`src/rtl/exe_muldiv_unit.sv`:
```
// ============================================================================
// exe_muldiv_unit
// ----------------------------------------------------------------------------
// Multi-cycle RV32M multiply/divide unit sitting in the EXE stage right after
// the ID/EXE register. An M-extension op is accepted from IDLE, iterated one
// bit per cycle in CALC (shift-add multiply or restoring divide on operand
// magnitudes), sign-corrected on the way into DONE, and presented in DONE
// until the pipeline is no longer held by memory.
//
// Ports
//   clk        in   1     core clock, rising edge
//   reset      in   1     asynchronous, active-low reset
//   md_start   in   1     EXE holds an M-extension op
//   md_funct3  in   3     0 MUL, 1 MULH, 2 MULHSU, 3 MULHU,
//                         4 DIV, 5 DIVU, 6 REM, 7 REMU
//   md_rs1     in   XLEN  forwarded rs1 operand
//   md_rs2     in   XLEN  forwarded rs2 operand
//   md_flush   in   1     abort the current operation
//   md_hold    in   1     pipeline frozen by memory (keeps DONE alive)
//   md_stall   out  1     stall request to PC / IF-ID / ID-EXE
//   md_valid   out  1     md_result is final for the instruction in EXE
//   md_result  out  XLEN  product or quotient/remainder
//
// Configuration
//   FAST_MUL_EN  when defined, multiplies use a single-cycle 33x33 signed
//                multiplier (IDLE -> DONE); division stays iterative.
// ============================================================================
module exe_muldiv_unit #(
    parameter int XLEN  = 32,
    parameter int CNT_W = 6
) (
    input  logic            clk,
    input  logic            reset,
    input  logic            md_start,
    input  logic [2:0]      md_funct3,
    input  logic [XLEN-1:0] md_rs1,
    input  logic [XLEN-1:0] md_rs2,
    input  logic            md_flush,
    input  logic            md_hold,
    output logic            md_stall,
    output logic            md_valid,
    output logic [XLEN-1:0] md_result
);

    typedef enum logic [1:0] {
        S_IDLE = 2'd0,
        S_CALC = 2'd1,
        S_DONE = 2'd2
    } state_t;

    localparam logic [XLEN-1:0]  INT_MIN  = {1'b1, {(XLEN-1){1'b0}}};
    localparam logic [CNT_W-1:0] CNT_LAST = CNT_W'(XLEN - 1);

    state_t              state_q, state_d;
    logic [CNT_W-1:0]    cnt_q, cnt_d;
    logic [2:0]          funct3_q, funct3_d;
    logic                neg_q, neg_d;        // final result must be negated
    logic [XLEN-1:0]     divisor_q, divisor_d; // |rs2| (multiplicand or divisor)
    logic [2*XLEN-1:0]   acc_q, acc_d;        // {hi, lo} working accumulator
    logic [XLEN-1:0]     result_q, result_d;

    // ------------------------------------------------------------------
    // Operand decode for a new op (combinational on the EXE inputs)
    // ------------------------------------------------------------------
    logic            is_div_in, is_rem_in;
    logic            rs1_signed, rs2_signed;
    logic            sign_a, sign_b;
    logic [XLEN-1:0] abs_rs1, abs_rs2;
    logic            div_by_zero, div_ovf;

    always_comb begin
        is_div_in  = md_funct3[2];
        is_rem_in  = md_funct3[2] & md_funct3[1];
        // Multiplies: MUL/MULH/MULHSU treat rs1 as signed, MUL/MULH rs2.
        // Divides: the even codes (DIV, REM) are the signed ones.
        rs1_signed = is_div_in ? ~md_funct3[0] : (md_funct3 != 3'd3);
        rs2_signed = is_div_in ? ~md_funct3[0] : ~md_funct3[1];
        sign_a     = rs1_signed & md_rs1[XLEN-1];
        sign_b     = rs2_signed & md_rs2[XLEN-1];
        abs_rs1    = sign_a ? (~md_rs1 + 1'b1) : md_rs1;
        abs_rs2    = sign_b ? (~md_rs2 + 1'b1) : md_rs2;
        div_by_zero = is_div_in && (md_rs2 == '0);
        div_ovf     = is_div_in && !md_funct3[0] &&
                      (md_rs1 == INT_MIN) && (md_rs2 == '1);
    end

`ifdef FAST_MUL_EN
    // Single-cycle multiplier: extend each operand by one bit with its
    // effective sign so one signed 33x33 product covers all four variants.
    logic signed [XLEN:0]     fm_a, fm_b;
    logic signed [2*XLEN+1:0] fm_p;
    logic [XLEN-1:0]          fast_result;
    logic                     fm_top_unused;

    always_comb begin
        fm_a        = {sign_a, md_rs1};
        fm_b        = {sign_b, md_rs2};
        fm_p        = fm_a * fm_b;
        fast_result = (md_funct3 == 3'd0) ? fm_p[XLEN-1:0] : fm_p[2*XLEN-1:XLEN];
    end
    assign fm_top_unused = ^fm_p[2*XLEN+1:2*XLEN];
`endif

    // ------------------------------------------------------------------
    // One iteration of the datapath
    // ------------------------------------------------------------------
    logic [XLEN-1:0]   mul_addend;
    logic [XLEN:0]     mul_sum;
    logic [2*XLEN-1:0] mul_next;
    logic [XLEN+1:0]   div_diff;
    logic [2*XLEN-1:0] div_next;
    logic [2*XLEN-1:0] iter_next;
    logic              div_diff_unused;

    always_comb begin
        // Shift-add: add multiplicand to the high half when the current
        // multiplier bit (LSB) is set, then shift the 65-bit result right.
        mul_addend = acc_q[0] ? divisor_q : '0;
        mul_sum    = {1'b0, acc_q[2*XLEN-1:XLEN]} + {1'b0, mul_addend};
        mul_next   = {mul_sum, acc_q[XLEN-1:1]};

        // Restoring divide: shift the next dividend bit into the partial
        // remainder and trial-subtract; the borrow decides the quotient bit.
        div_diff = {1'b0, acc_q[2*XLEN-1:XLEN-1]} - {2'b00, divisor_q};
        if (div_diff[XLEN+1]) begin
            div_next = {acc_q[2*XLEN-2:0], 1'b0};
        end else begin
            div_next = {div_diff[XLEN-1:0], acc_q[XLEN-2:0], 1'b1};
        end

        iter_next = funct3_q[2] ? div_next : mul_next;
    end
    // Bit XLEN of the trial difference is zero whenever it is used.
    assign div_diff_unused = div_diff[XLEN];

    // Sign correction of the last iteration's value, folded into DONE entry.
    logic [2*XLEN-1:0] prod_fix;
    logic [XLEN-1:0]   div_val, div_fix, final_val;

    always_comb begin
        prod_fix  = neg_q ? (~iter_next + 1'b1) : iter_next;
        div_val   = funct3_q[1] ? iter_next[2*XLEN-1:XLEN] : iter_next[XLEN-1:0];
        div_fix   = neg_q ? (~div_val + 1'b1) : div_val;
        if (funct3_q[2]) begin
            final_val = div_fix;
        end else if (funct3_q == 3'd0) begin
            final_val = prod_fix[XLEN-1:0];
        end else begin
            final_val = prod_fix[2*XLEN-1:XLEN];
        end
    end

    // ------------------------------------------------------------------
    // FSM next state
    // ------------------------------------------------------------------
    always_comb begin
        state_d   = state_q;
        cnt_d     = cnt_q;
        funct3_d  = funct3_q;
        neg_d     = neg_q;
        divisor_d = divisor_q;
        acc_d     = acc_q;
        result_d  = result_q;

        case (state_q)
            S_IDLE: begin
                if (md_start && !md_flush) begin
                    funct3_d  = md_funct3;
                    // Remainder follows the dividend's sign; product and
                    // quotient are negative when the operand signs differ.
                    neg_d     = is_rem_in ? sign_a : (sign_a ^ sign_b);
                    divisor_d = abs_rs2;
                    acc_d     = {{XLEN{1'b0}}, abs_rs1};
                    cnt_d     = '0;
                    if (div_by_zero) begin
                        result_d = is_rem_in ? md_rs1 : '1;
                        state_d  = S_DONE;
                    end else if (div_ovf) begin
                        result_d = is_rem_in ? '0 : INT_MIN;
                        state_d  = S_DONE;
`ifdef FAST_MUL_EN
                    end else if (!is_div_in) begin
                        result_d = fast_result;
                        state_d  = S_DONE;
`endif
                    end else begin
                        state_d = S_CALC;
                    end
                end
            end

            S_CALC: begin
                if (md_flush) begin
                    state_d = S_IDLE;
                end else begin
                    acc_d = iter_next;
                    cnt_d = cnt_q + CNT_W'(1);
                    if (cnt_q == CNT_LAST) begin
                        result_d = final_val;
                        state_d  = S_DONE;
                    end
                end
            end

            S_DONE: begin
                if (md_flush || !md_hold) begin
                    state_d = S_IDLE;
                end
            end

            default: state_d = S_IDLE;
        endcase
    end

    always_ff @(posedge clk or negedge reset) begin
        if (!reset) begin
            state_q   <= S_IDLE;
            cnt_q     <= '0;
            funct3_q  <= '0;
            neg_q     <= 1'b0;
            divisor_q <= '0;
            acc_q     <= '0;
            result_q  <= '0;
        end else begin
            state_q   <= state_d;
            cnt_q     <= cnt_d;
            funct3_q  <= funct3_d;
            neg_q     <= neg_d;
            divisor_q <= divisor_d;
            acc_q     <= acc_d;
            result_q  <= result_d;
        end
    end

    // Stall drops in DONE so ID/EXE advances on the DONE-exit edge.
    assign md_stall  = ((state_q == S_IDLE) && md_start && !md_flush) ||
                       (state_q == S_CALC);
    assign md_valid  = (state_q == S_DONE);
    assign md_result = result_q;

endmodule
```
`config.mk`:
```
export PLATFORM = sky130hd
export DESIGN_NAME = exe_muldiv_unit
export DESIGN_NICKNAME = d
export VERILOG_FILES = /design/src/rtl/exe_muldiv_unit.sv
export SDC_FILE = /design/constraint.sdc
export NUM_CORES = 1
export LEC_CHECK = 0
export CELL_PAD_IN_SITES_DETAIL_PLACEMENT = 2
export CELL_PAD_IN_SITES_GLOBAL_PLACEMENT = 2
export CORE_ASPECT_RATIO = 0.9
export CORE_MARGIN = 2
export CORE_UTILIZATION = 36
export CTS_CLUSTER_DIAMETER = 50
export DETAILED_ROUTE_END_ITERATION = 7
export HOLD_SLACK_MARGIN = 0.1
export PLACE_DENSITY = 0.94
export SYNTH_ARGS = -nofsm -noshare
export SYNTH_HDL_FRONTEND = slang
export SYNTH_SLANG_ARGS = --single-unit
export TNS_END_PERCENT = 10
```
`constraint.sdc`:
```
create_clock -name clk -period 7 [get_ports clk]
set_input_delay 1.4 -clock clk [delete_from_list [all_inputs] [get_ports clk]]
set_output_delay 1.4 -clock clk [all_outputs]
set_load 0.005 [all_outputs]
```
After elaboration in Yosys (flattened, before gate mapping):

Index checks and enable logic that the tools add are counted.

* register bits: 140
* input port bits: 72
* output and inout bits: 34
* word-level logic and storage cells: 90

* $add $sub $neg: 7
* equality and inequality tests: 12
* muxes and demuxes: 34
* bitwise operators: 10
* reduce and logical (&&, ||, !) cells: 20

Operators with widths (number)
* 32-bit 2-to-1 mux: 14
* 64-bit 2-to-1 mux: 5
* 64-bit case mux with 2 select lines: 1
* 32-bit by 1-bit adder with 32-bit output, second input constant: 3
* 32-bit inverter: 3
* 64-bit by 1-bit adder with 64-bit output, second input constant: 1
* 32-bit equality test, second input constant: 2
* 64-bit inverter: 1
* 32-bit case mux with 2 select lines: 1
* 33-bit by 32-bit subtractor with 34-bit output: 1
* 32-bit by 32-bit adder with 33-bit output: 1
* 32-bit logical NOT: 1
* 2-bit 2-to-1 mux: 6
* 6-bit 2-to-1 mux: 2
* 6-bit case mux with 2 select lines: 1
* 1-bit logical AND: 7
* 6-bit by 1-bit adder with 6-bit output, second input constant: 1
* 6-bit by 5-bit equality test with 1-bit output, second input constant: 1
* 2-bit != test, second input constant: 3
* 3-bit != test, second input constant: 2
* 2-bit case mux with 3 select lines: 1
* 3-bit AND reduction: 2
* 5-bit AND reduction: 1
* 1-bit bitwise AND: 3
* 13 further kinds: 19

Longest topological paths before layout:

Gate-level depths: netlist of the first run.

* depth in word-level cells: 11
* mapped depth: 26
* gate-level depth less buffers: 24

Worst setup path after synthesis of the first run:

OpenSTA, ideal clock, no wires.

* path kind: reg-to-reg
* from: register funct3_q[2]
* to: register result_q[20] (netlist: md_result[20])
* library setup time: 0.069 ns
* arrival: 4.798 ns
* data required time: 6.931 ns
* slack: 2.133 ns
* cell stages (with the launch flop): 26
* path buffers: 9
* clock period less this slack: 4.867 ns
* cell sequence: dfrtp_1 buf_6 buf_2 buf_2 buf_1 buf_2 clkbuf_1 buf_2 buf_2 buf_1 o21ai_0 ha_1 inv_1 a21oi_1 nor2b_1 nand2_1 nor3_1 nand2_1 nor4_4 and3_1 and3_4 nand2_2 o21ai_0 xor2_1 a221o_1 nand3_1

* word-level cells in the longest chain between the ends: 9
* elaborated cells between the ends (all ways): 14
* those cells by class: add/sub: 2; mux: 9; bitwise: 2; reduce/logical: 1

RTL lines
* from (decl): RTL line 56 `logic [2:0] funct3_q, funct3_d;`
* from (signal assigned): RTL line 227 `funct3_q <= funct3_d;`
* 64-bit 2-to-1 mux: RTL line 131 `iter_next = funct3_q[2] ? div_next : mul_next;`
* 64-bit inverter / 32-bit 2-to-1 mux (equally long branches): RTL line 141, 142
* 64-bit by 1-bit adder with 64-bit output / 32-bit inverter (equally long branches): RTL line 141, 143
* 64-bit 2-to-1 mux / 32-bit by 1-bit adder with 32-bit output (equally long branches): RTL line 141, 143
* 32-bit 2-to-1 mux, on equally long branches: RTL line 146, 143
* 32-bit 2-to-1 mux (*): RTL line 144 `if (funct3_q[2]) begin`
* 32-bit 2-to-1 mux (*): RTL line 198 `if (cnt_q == CNT_LAST) begin`
* 32-bit 2-to-1 mux (*): RTL line 193 `if (md_flush) begin`
* 32-bit case mux with 2 select lines (*): RTL line 165 `case (state_q)`
* to (signal assigned): RTL line 231 `result_q <= result_d;`
* to (decl): RTL line 60 `logic [XLEN-1:0] result_q, result_d;`

Every way passes the cells marked *; elsewhere a longest branch is shown, timed or not. The select of a mux whose other input is x is not followed.
A chain may end at the register's enable or synchronous reset.

Worst setup path after layout of the first run:

* from: register divisor_q[21]
* to: register result_q[28] (netlist: md_result[28])

* word-level cells in the longest chain between the ends: 11
* elaborated cells between the ends (all ways): 17
* those cells by class: add/sub: 4; mux: 11; bitwise: 2

RTL lines
* from (decl): RTL line 58 `logic [XLEN-1:0] divisor_q, divisor_d;`
* from (signal assigned): RTL line 229 `divisor_q <= divisor_d;`
* 33-bit by 32-bit subtractor with 34-bit output / 32-bit 2-to-1 mux (equally long branches): RTL line 124, 118
* 64-bit 2-to-1 mux / 32-bit by 32-bit adder with 33-bit output (equally long branches): RTL line 125, 119
* 64-bit 2-to-1 mux (*): RTL line 131
* 64-bit inverter / 32-bit 2-to-1 mux (equally long branches): RTL line 141, 142
* 64-bit by 1-bit adder with 64-bit output / 32-bit inverter (equally long branches): RTL line 141, 143
* 64-bit 2-to-1 mux / 32-bit by 1-bit adder with 32-bit output (equally long branches): RTL line 141, 143
* 32-bit 2-to-1 mux, on equally long branches: RTL line 146, 143
* 32-bit 2-to-1 mux (*): RTL line 144
* 32-bit 2-to-1 mux (*): RTL line 198
* 32-bit 2-to-1 mux (*): RTL line 193
* 32-bit case mux with 2 select lines (*): RTL line 165

Marks and branches as above.

==> results of run 1 <==
==> logic make-up after synthesis <==
kind of cell,synth area share [%]
compound gates,31.92
xor+xnor,8.511
fa+ha+maj,5.562
buf+inv,5.144
flops,21.28
mux,3.739
simple gates,23.85
==> flip-flops by register name, summed over array words and instances, names as in the netlist <==
register / flops
neg_q: 1
cnt_q: 6
funct3_q: 3
state_q: 2
divisor_q: 32
acc_q: 64
md_result: 32
==> report_power, final <==
part	total, W	internal, W	switching [W]
clock network	0.00101	0.000550	0.000464
registers	0.00174	0.00115	0.000589
logic	0.00850	0.00272	0.00578
==> final timing paths <==
check	endpoint	slack [ns]	cells past startpoint
max	md_result[28]$_DFFE_PN0P_	0.41	19
min	md_result[31]$_DFFE_PN0P_	0.49	1
max reg2reg	md_result[28]$_DFFE_PN0P_	0.41	19
min reg2reg	md_result[31]$_DFFE_PN0P_	0.49	1
max in group asynchronous	acc_q[13]$_DFFE_PN0P_	4.87	2
min in group asynchronous	divisor_q[30]$_DFFE_PN0P_	0.87	1
==> timing repair <==
item                       4_1_cts  5_1_grt
resized for setup                0        4
buffers inserted                 0        0
setup endpoints to repair        0        5
==> cells in the mapped netlist, types with 13 or more instances <==
cell | number | share of area [%]
buf_1 | 13 | 0.30
nor4_1 | 17 | 0.65
inv_1 | 65 | 1.5
a21oi_1 | 197 | 6.0
buf_2 | 20 | 0.61
a31o_2 | 15 | 0.80
dfrtp_1 | 140 | 21
o21ai_0 | 276 | 8.4
xor2_1 | 74 | 3.9
nand4_1 | 32 | 1.2
ha_1 | 70 | 5.3
or3_1 | 24 | 0.91
and2_1 | 47 | 1.8
a31oi_1 | 41 | 1.6
a21o_1 | 21 | 0.96
xnor2_1 | 86 | 4.6
nor2_1 | 186 | 4.2
mux2_2 | 24 | 1.6
nor3_1 | 65 | 2.0
a22o_1 | 14 | 0.74
nand3_1 | 64 | 1.9
a211oi_1 | 25 | 1.1
nand2b_1 | 21 | 0.80
nor2b_1 | 14 | 0.53
o211ai_1 | 36 | 1.6
o31ai_1 | 34 | 1.6
clkbuf_1 | 108 | 2.5
nand2_1 | 260 | 5.9
mux2i_1 | 33 | 2.0
or2_2 | 16 | 0.61
o21a_1 | 19 | 0.87
==> routing by layer <==
| layer | share of wire, % | GRT usage, % |
|---|---|---|
| met4 | 6.8 | 25.28 |
| met2 | 46 | 62.89 |
| met3 | 8.2 | 8.571 |
| met5 | 0.042 | 0 |
| met1 | 39 | 44.90 |
==> worst register-to-register path, cell delays in order (launching register included) <==
cell and delay (ns):
dfrtp_1 0.52, inv_1 0.09, ha_1 0.44, nand2_1 0.16, nor2_2 0.26, nand3_1 0.19, nor4_2 0.54, o21a_1 0.44
o21ai_0 0.24, a22oi_2 0.51, nand2_1 0.19, o21ai_0 0.16, ha_1 0.22, nor4bb_2 0.51, nand4_1 0.44, or2_1 0.37
or4_1 0.64, o21ai_0 0.27, xor2_1 0.10, a211oi_1 0.25
==> final cells by class <==
class	count	share of cell area, %
Multi-Input combinational cell	1922	65.32
Sequential cell	140	18.82
Timing Repair Buffer	145	7.317
Tap cell	608	4.078
Clock buffer	21	2.522
Inverter	65	1.308
Clock inverter	10	0.6237
Antenna cell	1	0.01341
==> metrics by stage <==
| step | instances | hold slack, ns | power, W | utilization, % | instance area (sq um) |
|---|---|---|---|---|---|
| 3_3_place_gp | 2880 | 0.4671 | 0.008952 | 39.84 | 18040 |
| 4_1_cts | 2911 | 0.4934 | 0.01083 | 41.14 | 18630 |
| 2_1_floorplan | 2273 | 0.4605 | 0.006692 | - | 16470 |
| 5_1_grt | 2911 | 0.5211 | 0.01168 | 41.20 | 18650 |
| 3_5_place_dp | 2880 | 0.4790 | 0.009519 | 39.84 | 18040 |
| 6_report | 2912 | 0.4934 | 0.01125 | 41.20 | 18660 |
==> run summary, run 1 <==
Summed over all layers, the routed wires come to 92,090 um. The fraction of the yosys area taken by sequential cells is 21.28%. The initial utilization of the core area, before any placement, comes to 36.37%. The tools report the detailed-placement wirelength estimate as 64,680 um. The tools report the worst slew margin relative to its limit as 11.65%. The Yosys step of the flow raised 0 warnings. For this run, the top clock speed supported by timing is 0.1519 GHz. Power per unit of standard cell area: 603.2 nW/um^2. For the worst setup path, the data arrival time is 6.99 ns. The run gives 140 as the CTS sink count. From bottom edge to top edge, the die measures 206.9 um. Summed over all cells, the static leakage comes to 7.358 nW. The final layout contains 2,435 nets. The total negative slack was 0 ns. In the routed design, unresolved DRC markers number 0. Averaged over all synthesized cells, the footprint is 7.244 sq um. The number of hold buffers added after CTS came out at 0. The kind of cell adding the most delay to the critical path is simple AND/OR/NAND/NOR gates. The post-synthesis to final-layout area growth works out to 13.30%. Setup repair after global routing left no endpoint under its margin. The layout cell share with drive strength beyond 1 is 7.729%. Input and output buffers added on the ports amount to 105.

Prior to clock tree synthesis, the placed netlist has a worst setup slack of 0.6813 ns. In this run the worst hold path is classified as flip-flop to flip-flop. Setup violations remaining at the end of the flow were counted as 0.

The weighted congestion reported at the end of routability-driven placement was 0.9758. The largest fanout on the critical path is 8. Number of top-level design ports: 106. The count of vias placed by the detailed router is 20,180. The maximum clock skew at final layout is 0.02432 ns.

Summing every instance area after synthesis gives 16,470 sq um. The critical path goes through inv_1 -> ha_1 -> nand2_1 -> nor2_2 -> nand3_1 -> nor4_2 -> o21a_1 -> o21ai_0 -> a22oi_2 -> nand2_1 -> o21ai_0 -> ha_1 -> nor4bb_2 -> nand4_1 -> or2_1 -> or4_1 -> o21ai_0 -> xor2_1 -> a211oi_1. The tools report the final-report max-slew violation count as 0.

After filler insertion, the fill cell instance count of the layout stands at 5,158. The cell sitting at the root of the clock tree is a clkbuf_16. The library cells used most frequently in the layout, excluding fill and tap cells, are o21ai_0 (276), nand2_1 (260), a21oi_1 (197), nor2_1 (184), dfrtp_1 (136).

The flow ran to the end, and the final reports show no timing, DRC or antenna violations. Entering global routing, the biggest net connects 100 pins. The overall die width was 229.4 um; the number of max-cap violations was 0. For the setup slack of the critical path after layout, the log shows 0.4148 ns.

The routed design could run at a clock period as short as 6.585 ns. The number of enable-type register cells in the synthesized netlist is 0. The count of nets left with antenna violations once routing finished came out at 0. The number of optimization iterations in the first detailed-route pass was 8. Dividing the detail-routed wire length by the instance count gives 31.63 um. Among the stages of the critical path, the cell type that occurs most often is o21ai_0. Fraction of the cycle the final worst path needs: 94.07%. For this design, the slowest cell found on the critical path is or4_1. The site row count was 74; the initial antenna violation count was 6. For the wire length of the first global-routing pass, the log shows 138,000 um. The DRC marker count from the first detailed-route iteration was 2,274; the remaining global-route overflow was 0.

In this run the critical register-to-register path is launched from divisor_q[21]$_DFFE_PN0P_. The worst path required time came out at 7.41 ns. The most common cell after layout, fill and taps aside was o21ai_0. Counting flops with an async set or reset pin after synthesis yields a share of 100.0%.

Synthesis inferred 140 register bits. Global routing used 38.16% of the available tracks across all layers. For the total core area, the log shows 45,280 sq um. The critical path in this run is classified as flip-flop to flip-flop. The worst-margin pin slew was 1.320 ns.

Clock input transition at the sequential cells of the worst setup and hold paths: 0.07 ns. Startpoint of the tightest hold check path: md_result[31]$_DFFE_PN0P_. The number of buffers and inverters on the critical path is 1, and the combined area of the multi-input logic cells is 12,190 sq um.

In the routed layout, each cell is associated on average with a via count of 6.928. The nature of the critical path endpoint was a flip-flop. The die covers 47,470 sq um. TritonCTS built the clock tree.

The later pin in the worst-skew pair is clocked with a latency of 0.50 ns. The logs give 21,860 for the number of global-route vias before repair and 4 for the number of levels in the clock H-tree. The count of final hold-check violations is 0. Synthesis produced a netlist whose cell count is 2,273.

On the worst path, the slowest cell contributes a delay of 0.64 ns. The area taken by flip-flops and latches is 3511 sq um. The worst setup path is launched from a flip-flop.

Leading register cell type out of synthesis: dfrtp_1. The longest clock path from root to sink contains 2 buffers. Buffers inserted during clock tree synthesis total 17. The tools report the worst vdd rail ir drop as 0.2692 mV. The total nets after synthesis came out at 2,417. The timing startpoint of the critical path was divisor_q[21]$_DFFE_PN0P_. The synthesized netlist contains 102 unique library cells.
Power figures use the tool's default switching activity.
==> run 2, diff against run 1 <==
==> constraint.sdc (replaced) <==
create_clock -name clk -period 6.1 [get_ports clk]
set_input_delay 1.22 -clock clk [delete_from_list [all_inputs] [get_ports clk]]
set_output_delay 1.22 -clock clk [all_outputs]
set_load 0.005 [all_outputs]
==> run 2 against run 1 <==
  * The flow now finishes with violations (capacitance limit, slew limit)
  * Clock skew decreased by 0.0038 ns
  * Register-to-register slack got worse by 0.36 ns
  * Critical path depth decreased by 1
  * Largest cell class unchanged
==> run summary, run 2 (synthesis results as in run 1) <==
Global-route met2 utilization: 65.97% (+3.1 points). The number of optimization iterations in the first detailed-route pass was 5 (-3); the largest stage delay on the critical path was 0.61 ns (-0.03 ns). In the layout the commonest cells are o21ai_0 (272), nand2_1 (260), a21oi_1 (194), nor2_1 (184), dfrtp_1 (136).

The critical path is of the flip-flop to flip-flop type. For this design, the slowest cell found on the critical path is or3b_2. The placement-stage worst setup slack came out at 0.08682 ns (-0.5945 ns).

The worst min-delay path class is flip-flop to flip-flop. For the number of levels in the clock H-tree, the log shows 4 (unchanged). The highest clock frequency the design can meet was 0.1655 GHz (+9.0%); the worst hold path stage count was 1 (unchanged). The overall die width came out at 229.4 um (unchanged). TritonCTS built the clock tree.

The number of flip-flops in the largest register is 64 (unchanged). The path depth of the worst reg2reg path came out at 18 (-1). Walking the worst path, the cells encountered are ha_1 -> nand2_1 -> nor2_2 -> nand3_1 -> nor4_2 -> o21a_4 -> o31ai_1 -> o22a_1 -> a21oi_1 -> ha_1 -> nor4bb_1 -> buf_4 -> and2_1 -> or3b_2 -> o31ai_1 -> xor2_1 -> a221o_1 -> nand3_1. The startpoint identified for the worst hold timing path is md_result[31]$_DFFE_PN0P_.

The run gives 5,118 (-0.78%) as the count of fill cells added during filler insertion. The tools report the number of top-level design ports as 106 (unchanged). The worst setup path is launched from a flip-flop.

The logs give 12 (+12) for the final-report max-slew violation count and 0.5752 mV (+110%) for the worst vdd rail ir drop. The run gives 0 (unchanged) as the remaining global-route overflow. The count of vias placed by the detailed router was 20,820 (+3.2%). For the number of max-cap violations, the log shows 1 (+1). The final design instance area without fill is 18,970 sq um (+1.7%), and the total core area is 45,280 sq um (unchanged).

The run gives 0.50 ns (about the same) as the clock latency reported for the late side of the worst-skew pair. Setup repair after global routing could not meet its margin everywhere. The run gives 68,700 um (+6.2%) as the detailed-placement wirelength estimate. The number of buffers and inverters on the critical path works out to 1 (unchanged). The run gives 0.02049 ns (-0.003831 ns) as the maximum clock skew at final layout. The tools report the worst path required time as 6.48 ns (-0.93 ns). Site row count: 74 (unchanged). The worst slew margin relative to its limit was -2.320% (-14 points); the post-synthesis to final-layout area growth was 15.22%. For the leakage power total, the log shows 7.537 nW (+2.4%).

The run gives 0.01357 W (+21%) as the overall power consumption. The clock input transition at the sequential cells of the worst setup and hold paths is 0.08 ns (about the same), and the buffer depth of the longest clock path is 2 (unchanged). Number of clock buffers inserted by TritonCTS: 17 (unchanged).

The run gives 2,471 (+1.5%) as the final net count. The die height works out to 206.9 um (unchanged). The library cell used most frequently in the layout, excluding fill and tap cells, is o21ai_0. The average wire per cell in the routed design works out to 33.54 um (+6.0%). The global router's overall resource usage was 41.06% (+2.9 points); the wire length of the first global-routing pass was 146,800 um (+6.4%). In this run the critical register-to-register path is launched from acc_q[55]$_DFFE_PN0P_.

The count of final hold-check violations is 0 (unchanged), and the aggregate routed wire length is 98,930 um (+7.4%). For the initial standard-cell utilization of the core, the log shows 36.37% (unchanged). The final setup violation count was 0 (unchanged). The number of hold buffers added after CTS is 0 (unchanged). In this run the clock root is driven by a clkbuf_16. The largest fanout on the critical path is 18 (+10). The fraction of the cycle the final worst path needs is 99.04% (+5.0 points), and the power per unit of standard cell area is 715.3 nW/um^2 (+19%). The run gives 48.69% (+3.8 points) as the global routing met1 resource utilization. In this run the most used layer during global routing was met2. In this design, the largest share of critical-path delay is due to simple AND/OR/NAND/NOR gates. The tools report the weighted congestion reported at the end of routability-driven placement as 0.9696 (-0.64%). The nature of the critical path endpoint is a flip-flop. The worst-margin pin slew is 1.529 ns (+0.2087 ns). The initial antenna violation count was 7 (+1). The run gives 47,470 sq um (unchanged) as the die footprint. The combined area of the multi-input logic cells is 12,240 sq um (+0.46%), and the vias per cell is 7.057 (+1.9%). For the number of remaining DRC errors, the log shows 0 (unchanged). The tools report the placed cell area as 18,300 sq um (+1.5%). Destination of the worst hold path: md_result[31]$_DFFE_PN0P_. The count of port buffers added during placement is 105 (unchanged), and the area taken by flip-flops and latches is 3513 sq um (about the same). The tools report the DRC marker count from the first detailed-route iteration as 2,606 (+15%). The run finished, with violations left.

In this run the critical register-to-register path is captured at md_result[20]$_DFFE_PN0P_. The number of routed nets with antenna violations was 0 (unchanged). The time the final worst path needs with I/O delays and setup is 6.042 ns (-0.5437 ns). The layout cell share with drive strength beyond 1 is 9.573% (+1.8 points), and the CTS sink count is 140 (unchanged). The logs give 0.06 ns (-0.36 ns) for the flop-to-flop setup slack and 6.42 ns (-0.57 ns) for the critical path data arrival time.

Register name with the most flops: acc_q. The number of global-route vias before repair is 22,520 (+3.0%). For the maximum number of pins on one net before global-route repair, the log shows 100 (unchanged).

The checks that failed: capacitance limit, slew limit. For the met3 capacity usage during global routing, the log shows 11.03% (+2.5 points). For the setup slack of the critical path after layout, the log shows 0.05846 ns (-0.3563 ns).
## run 2: changes by cell type in the layout (fill, tap and decap cells not counted), moves of 2 or more
cell,change
buf_4,+37
o21ai_0,-4
a21oi_1,-3
a21oi_2,+3
o21ai_1,+3
clkbuf_8,-2
inv_6,+2
o41ai_1,-2
o41ai_2,+2
## run 2: final cells by class
class                   instances  share of cell area [%]
flip-flops and latches        140                   18.52
clock buffers                  20                   2.354
diodes                          2                 0.02638
well taps                     608                   4.010
clock inverters                12                  0.7255
multi-input cells            1922                   64.53
repair buffers                181                   8.554
inverters                      65                   1.286
## run 2: metrics by stage
stage | instances | util, % | hold slack [ns] | TNS (ns)
floorplan | 2273 | - | 0.4605 | 0
global placement | 2916 | 40.43 | 0.4680 | 0
detailed placement | 2916 | 40.43 | 0.4743 | 0
CTS | 2948 | 41.75 | 0.5064 | 0
global route | 2948 | 41.89 | 0.5399 | -0.3208
finish | 2950 | 41.90 | 0.5057 | 0
## run 2: report_power, final
| group | total, W | switching, W | internal (W) |
|---|---|---|---|
| clock network | 0.00118 | 0.000560 | 0.000617 |
| logic | 0.0104 | 0.00707 | 0.00329 |
| registers | 0.00204 | 0.000719 | 0.00132 |
| total | 0.0136 | 0.00835 | 0.00523 |
## run 2: worst max path at each step
stage                                 to  slack (ns)               startpoint  depth (start not counted)
6_report       md_result[20]$_DFFE_PN0P_        0.06    acc_q[55]$_DFFE_PN0P_                         18
5_1_grt        md_result[14]$_DFFE_PN0P_       -0.18    acc_q[51]$_DFFE_PN0P_                         24
4_1_cts        md_result[23]$_DFFE_PN0P_        0.10    acc_q[56]$_DFFE_PN0P_                         16
3_5_place_dp   md_result[29]$_DFFE_PN0P_        0.09    acc_q[53]$_DFFE_PN0P_                         15
3_3_place_gp   md_result[23]$_DFFE_PN0P_        0.16    acc_q[53]$_DFFE_PN0P_                         15
2_1_floorplan  md_result[20]$_DFFE_PN0P_        1.23  funct3_q[2]$_DFFE_PN0P_                         25
## run 2: layer usage
layer | routed length [um] | up-vias
met2 | 44810 | 1338
met4 | 7118 | 8
met3 | 9087 | 522
met1 | 37860 | 10490
li1 | - | 8459
met5 | 52 | -
## run 2: what timing repair did
| item | 4_1_cts | 5_1_grt |
|---|---|---|
| resized for setup | 4 | 17 |
| setup buffers | 0 | 0 |
| endpoints found under the hold margin | 0 | 0 |
| pin swaps | 0 | 1 |
| endpoints found under the setup margin | 9 | 19 |
